$ cat src/rtl/piano_mode_sched.sv
// piano_mode_sched: owns the shared tone path (note mux, display, LEDs) and hands it
// between lesson-mode switches and two autoplay song players. Every change of source
// goes through a silent gap of GAP_BEATS quarter beats. A song run is capped at
// MAX_BEATS quarter beats.
module piano_mode_sched #(
    parameter int unsigned GAP_BEATS = 2,
    parameter int unsigned MAX_BEATS = 256,
    parameter logic [3:0]  REST_CODE = 4'd0,
    parameter bit          LOOP      = 1'b0
) (
    input  logic       CLK,
    input  logic       RESET,
    input  logic       beat_tick,
    input  logic       req_lesson,
    input  logic       req_song1,
    input  logic       req_song2,
    input  logic [3:0] sw_note,
    input  logic [3:0] song1_note,
    input  logic       song1_done,
    input  logic [3:0] song2_note,
    input  logic       song2_done,
    output logic       song1_start,
    output logic       song2_start,
    output logic       song_stop,
    output logic [3:0] note,
    output logic [1:0] src,
    output logic       timeout
);

    typedef enum logic [1:0] {StLesson, StGap, StSong1, StSong2} state_e;
    typedef enum logic [1:0] {PendNone, PendLesson, PendSong1, PendSong2} pend_e;

    // Terminal counts: the transition fires on the tick that would complete the count.
    localparam logic [3:0]  GapLast  = 4'(GAP_BEATS - 1);
    localparam logic [15:0] BeatLast = 16'(MAX_BEATS - 1);

    state_e      state_q, state_d;
    pend_e       pend_q, pend_d;
    logic        timeout_q, timeout_d;
    logic [3:0]  gap_cnt_q, gap_cnt_d;
    logic [15:0] beat_cnt_q, beat_cnt_d;
    logic [3:0]  note_q;
    logic [1:0]  src_q;

    pend_e req_win;
    pend_e own_pend;
    logic  req_any;
    logic  in_song;
    logic  own_done;
    logic  lesson_go;
    logic  gap_restart;
    logic  gap_end;
    logic  song_abort;
    logic  song_fin;
    logic  song_tmo;

    // Fixed-priority request arbitration; losing requests are simply dropped.
    always_comb begin
        req_win = PendNone;
        if (req_lesson) begin
            req_win = PendLesson;
        end else if (req_song1) begin
            req_win = PendSong1;
        end else if (req_song2) begin
            req_win = PendSong2;
        end
        req_any = (req_win != PendNone);
    end

    // Decode the events that move the FSM; shared by next-state and pulse outputs.
    always_comb begin
        in_song  = (state_q == StSong1) || (state_q == StSong2);
        own_pend = (state_q == StSong2) ? PendSong2 : PendSong1;
        own_done = 1'b0;
        if (state_q == StSong1) begin
            own_done = song1_done;
        end else if (state_q == StSong2) begin
            own_done = song2_done;
        end
        // Lesson request while already in lesson mode is a no-op.
        lesson_go   = (state_q == StLesson) &&
                      ((req_win == PendSong1) || (req_win == PendSong2));
        gap_restart = (state_q == StGap) && req_any;
        gap_end     = (state_q == StGap) && !req_any && beat_tick && (gap_cnt_q == GapLast);
        // Request beats done, done beats timeout.
        song_abort  = in_song && req_any;
        song_fin    = in_song && !req_any && own_done;
        song_tmo    = in_song && !req_any && !own_done && beat_tick &&
                      (beat_cnt_q == BeatLast);
    end

    // State, pending owner and sticky timeout registers.
    always_ff @(posedge CLK or posedge RESET) begin
        if (RESET) begin
            state_q   <= StLesson;
            pend_q    <= PendNone;
            timeout_q <= 1'b0;
        end else begin
            state_q   <= state_d;
            pend_q    <= pend_d;
            timeout_q <= timeout_d;
        end
    end

    // Next-state logic.
    always_comb begin
        state_d   = state_q;
        pend_d    = pend_q;
        timeout_d = timeout_q;
        if (lesson_go || gap_restart || song_abort) begin
            // Any accepted request clears the timeout flag.
            state_d   = StGap;
            pend_d    = req_win;
            timeout_d = 1'b0;
        end else if (song_fin) begin
            state_d = StGap;
            pend_d  = LOOP ? own_pend : PendLesson;
        end else if (song_tmo) begin
            state_d   = StGap;
            pend_d    = PendLesson;
            timeout_d = 1'b1;
        end else if (gap_end) begin
            pend_d = PendNone;
            case (pend_q)
                PendSong1: state_d = StSong1;
                PendSong2: state_d = StSong2;
                default:   state_d = StLesson;
            endcase
        end
    end

    // Gap and beat counters; cleared on every state entry so an entry-cycle tick is lost.
    always_comb begin
        gap_cnt_d  = gap_cnt_q;
        beat_cnt_d = beat_cnt_q;
        if ((state_d != state_q) || gap_restart) begin
            gap_cnt_d  = 4'd0;
            beat_cnt_d = 16'd0;
        end else if (beat_tick) begin
            if (state_q == StGap) begin
                gap_cnt_d = gap_cnt_q + 4'd1;
            end
            if (in_song) begin
                beat_cnt_d = beat_cnt_q + 16'd1;
            end
        end
    end

    // Counter registers.
    always_ff @(posedge CLK or posedge RESET) begin
        if (RESET) begin
            gap_cnt_q  <= 4'd0;
            beat_cnt_q <= 16'd0;
        end else begin
            gap_cnt_q  <= gap_cnt_d;
            beat_cnt_q <= beat_cnt_d;
        end
    end

    // Registered note/owner mux, following the current state one cycle later.
    always_ff @(posedge CLK or posedge RESET) begin
        if (RESET) begin
            note_q <= REST_CODE;
            src_q  <= 2'b00;
        end else begin
            unique case (state_q)
                StLesson: begin
                    note_q <= sw_note;
                    src_q  <= 2'b00;
                end
                StSong1: begin
                    note_q <= song1_note;
                    src_q  <= 2'b01;
                end
                StSong2: begin
                    note_q <= song2_note;
                    src_q  <= 2'b10;
                end
                StGap: begin
                    note_q <= REST_CODE;
                    src_q  <= 2'b11;
                end
            endcase
        end
    end

    // Player control pulses: starts only leave GAP, stop only leaves a song, so never together.
    always_comb begin
        song1_start = gap_end && (pend_q == PendSong1);
        song2_start = gap_end && (pend_q == PendSong2);
        song_stop   = song_abort || song_tmo;
        note        = note_q;
        src         = src_q;
        timeout     = timeout_q;
    end

endmodule
$ cat config.mk
export PLATFORM = sky130hd
export DESIGN_NAME = piano_mode_sched
export DESIGN_NICKNAME = d
export VERILOG_FILES = /design/src/rtl/piano_mode_sched.sv
export SDC_FILE = /design/constraint.sdc
export NUM_CORES = 1
export LEC_CHECK = 0
export ABC_AREA = 1
export CORE_ASPECT_RATIO = 1.75
export CORE_UTILIZATION = 50
export DETAILED_ROUTE_END_ITERATION = 10
export PLACE_DENSITY = 0.75
export SYNTH_ARGS = -nofsm -noshare
export SYNTH_HDL_FRONTEND = slang
export SYNTH_SLANG_ARGS = --single-unit
$ cat constraint.sdc
create_clock -name CLK -period 2.4 [get_ports CLK]
set_clock_uncertainty 0.1 [all_clocks]
set_input_delay 0.6 -clock CLK [delete_from_list [all_inputs] [get_ports CLK]]
set_output_delay 0.6 -clock CLK [all_outputs]
set_load 0.02 [all_outputs]
==> summary.md <==
| Metric | Value |
|---|---|
| Status | finished clean |
| MaxCap Viol Count | 0 |
| Layout Area Growth over Synthesis | 40.8% |
| Hold-fix buffers at CTS | 0 |
| Initial antenna violation count | 0 |
| H-tree levels | 2 |
| Pwr dens | 382 mW/mm^2 |
| DP Wirelength | 3.49 mm |
| Worst slew pin tran | 0.410 ns |
| Row count | 30 |
| Simple-gate area share of the yosys netlist | 0.367 |
| Xor-xnor portion of the synthesized cell area | 0.0657 |
| Via/cell ratio | 5.01 |
| Critical Path Slowest Stage Cell | dfrtp_2 |
| Post-synthesis compound-gate area fraction | 0.0532 |
| CTS sink cnt | 31 |
| Core ar. | 0.00387 sq mm |
| Fraction of layout cells with a size suffix above 1 | 0.387 |
| Clock slew seen by the registers of the worst setup and hold paths | 0.06 ns |
| Die height | 85.7 um |
| All-Layer GR Usage | 0.243 |
| Synthesized net count | 257 |
| Fin. Hold Viols | 0 |
| Reg area | 777 sq um |
| CP Data Required Time | 1.70 ns |
| CP delay by family, top | flip-flops |
| Non-filler cells in the finished layout | 358 |
| CP Max Fanout | 3 |
| Vias post-DR | 1,792 |
| Antenna Cells | 0 |
| Slew HR | 0.726 |
| First-pass GRT wire length | 7.91 mm |
| Routed length per instance | 13.2 um |
| Cells after DPL | 347 |
| CTS tree | built |
| Tmin final | 2.34 ns |
| Post-synthesis sequential area ratio | 0.388 |
| Setup slack at placement | -0.673 ns |
| HP Class | flip-flop to flip-flop |
| Worst Setup End Kind | output port |
| Mux cell area share after synthesis | 0.00500 |
| Fillers | 285 |
| #FFs+latches synth | 31 |
| DR pass1 iterations | 4 |
| Reg-to-Reg Start | state_q[1]$_DFF_PP0_ |
| CTS Buf Count | 5 |
| Final core occ | 0.728 |
| Largest family of logic cells by synthesized area | simple AND/OR/NAND/NOR gates |
| PortBufs | 29 |
| Fin. max-slew vios | 0 |
| Drt total wl | 4.74 mm |
| Period utilization | 0.977 |
| Total Nets Final | 336 |
| Largest net degree at the start of global routing | 32 |
| Bufs and invs on worst path | 3 |
| Grt total ovfl | 0 |
| Initial Util | 0.517 |
| Mean post-synth cell area | 8.70 sq um |
| Mapped Cells | 230 |
| IO Pins | 30 |
| Most common cell on crit path | nor2_4 |
| Peak VDD IR | 343 uV |
| Max incr delay on CP | 0.45 ns |
| Die Area | 0.00427 sq mm |
| Setup ws final | 0.0555 ns |
| Area contributors post-synth | dfrtp_1 39%, nor3_2 11%, nand2_1 7.9% |
| Setup crit start kind | flip-flop |
| Drt first-iter violations | 28 |
| Fmax | 0.427 GHz |
| P_leak | 1.26 nW |
| Root buf cell | clkbuf_8 |
| Yosys top cell by area | dfrtp_1 |
| HP Start | timeout$_DFFE_PP0P_ |
| DRC violations left | 0 |
| Die W | 49.8 um |
| Post-synthesis adder-cell area fraction | 0.0438 |
| Remaining antenna violation count after routing | 0 |
| Top cell type's share of synthesized area | 0.388 |
| Final setup fails | 0 |
| Post-synthesis cell type count | 27 |
| Worst-path cell chain | buf_6 > inv_2 > ha_2 > nand2_2 > nor2_4 > nand3_4 > nor2_4 > buf_4 |
| Mapped Area | 0.00200 sq mm |
| Multi-input gate area | 0.00110 sq mm |
| Vias in the first global route | 1,857 |
| Ys Warns | 0 |
| Clock Tree Buf Depth | 2 |
| Critical path data arrival time | 1.64 ns |
| Critical setup path kind | flip-flop to output port |
| Clk_lat worst skew | 0.28 ns |
| Routability Congestion | 0.863 |
| CP startpoint | state_q[1]$_DFF_PP0_ |
-- Yosys cell counts --
library cell and n:
nand2_1 42, dfrtp_1 31, nor2_1 25, inv_1 21, nor3_2 21, nand2_2 12
xor2_1 12, a21oi_1 9, ha_1 7, nand3_1 6, nand4_1 6, nor2_2 6
buf_6 4, inv_2 4, nor2_4 4, o21ai_0 4, nand3_2 3, xnor2_1 3
o21bai_1 2, a21oi_2 1, buf_4 1, clkinv_1 1, clkinv_2 1, mux2i_1 1
nand3_4 1, o21ai_2 1, o221ai_1 1
-- worst register-to-register path: stages, from the launching register on --
cell	delay (ns)
dfrtp_2	0.42
buf_6	0.12
inv_2	0.04
ha_2	0.19
buf_4	0.13
buf_4	0.14
o21ai_2	0.14
nand2_2	0.11
inv_2	0.08
nand2_2	0.05
nor2_4	0.10
nand2_2	0.08
nand2_2	0.07
nand3_2	0.08
buf_12	0.18
nor3_2	0.13
-- flip-flops by register name (all words and copies together), names as in the netlist --
register / cells
beat_cnt_q: 16
src: 2
timeout: 1
state_q: 2
pend_q: 2
gap_cnt_q: 4
note: 4
-- layout make-up --
type / instances / area share
multi-input cells: 167 / 0.390
flip-flops and latches: 31 / 0.276
repair buffers: 77 / 0.240
inverters: 27 / 0.0373
clock buffers: 8 / 0.0355
well taps: 48 / 0.0213
-- final timing paths --
| kind | slack, ns | cells past startpoint | end |
|---|---|---|---|
| worst max-delay path | 0.06 | 8 | song2_start |
| worst min-delay path | 0.43 | 2 | timeout$_DFFE_PP0P_ |
| worst max register to register | 0.18 | 15 | beat_cnt_q[11]$_DFFE_PP0P_ |
| worst min register to register | 0.43 | 2 | timeout$_DFFE_PP0P_ |
| max in group asynchronous | 1.27 | 3 | state_q[1]$_DFF_PP0_ |
| min in group asynchronous | 0.62 | 3 | beat_cnt_q[2]$_DFFE_PP0P_ |
-- cell usage in the layout (no fill, tap or decap), types with 6 or more instances in the layout --
cell and count:
buf_4 47, nand2_1 42, dfrtp_1 30, nor2_1 23, nor3_2 21, clkdlybuf4s50_1 20
inv_1 19, nand2_2 12, xor2_1 12, a21oi_1 9, nor2_2 7, clkbuf_8 7
nand3_1 6, nand4_1 6
-- layer usage --
metal  wire length (um)  vias to the layer above  part of all wire  GRT usage
met5                  0                        -                 0          0
li1                   -                      892                 -          -
met3                 80                       13             0.017     0.0337
met4                136                        0             0.029      0.117
met2               2750                       31              0.58      0.472
met1               1780                      856              0.37      0.242
-- logic make-up (layout without fill, tap and decap cells) --
| family | Yosys count | count (layout) |
|---|---|---|
| mux | 1 | 1 |
| flops | 31 | 31 |
| compound gates | 18 | 18 |
| buf+inv | 32 | 112 |
| simple gates | 126 | 126 |
| fa+ha+maj | 7 | 7 |
| xor+xnor | 15 | 15 |
-- timing repair --
item / CTS / global route
buffers inserted: 1 / 2
pin swaps: 5 / 7
gates resized for setup: 25 / 11
endpoints found under the setup margin: 3 / 3
-- report_power, final --
group	leakage, nW	internal [mW]	total (mW)	switching [mW]
Clock	0.0515	0.262	0.458	0.196
Sequential	0.411	0.526	0.530	0.00397
Combinational	0.793	0.0444	0.0869	0.0425
Total	1.26	0.832	1.08	0.243
-- per-stage QoR --
stage / hold slack, ns / setup TNS (ns) / total power, mW / area (sq um)
after floorplan: 0.440 / 0 / 0.575 / 2000
after global placement: 0.422 / -5.04 / 0.627 / 2660
after detailed placement: 0.426 / -6.03 / 0.629 / 2660
after CTS: 0.436 / -0.0195 / 1.08 / 2770
after global routing: 0.461 / -0.0146 / 1.11 / 2820
final: 0.431 / 0 / 1.08 / 2820
(Power assumes the default switching activity.)
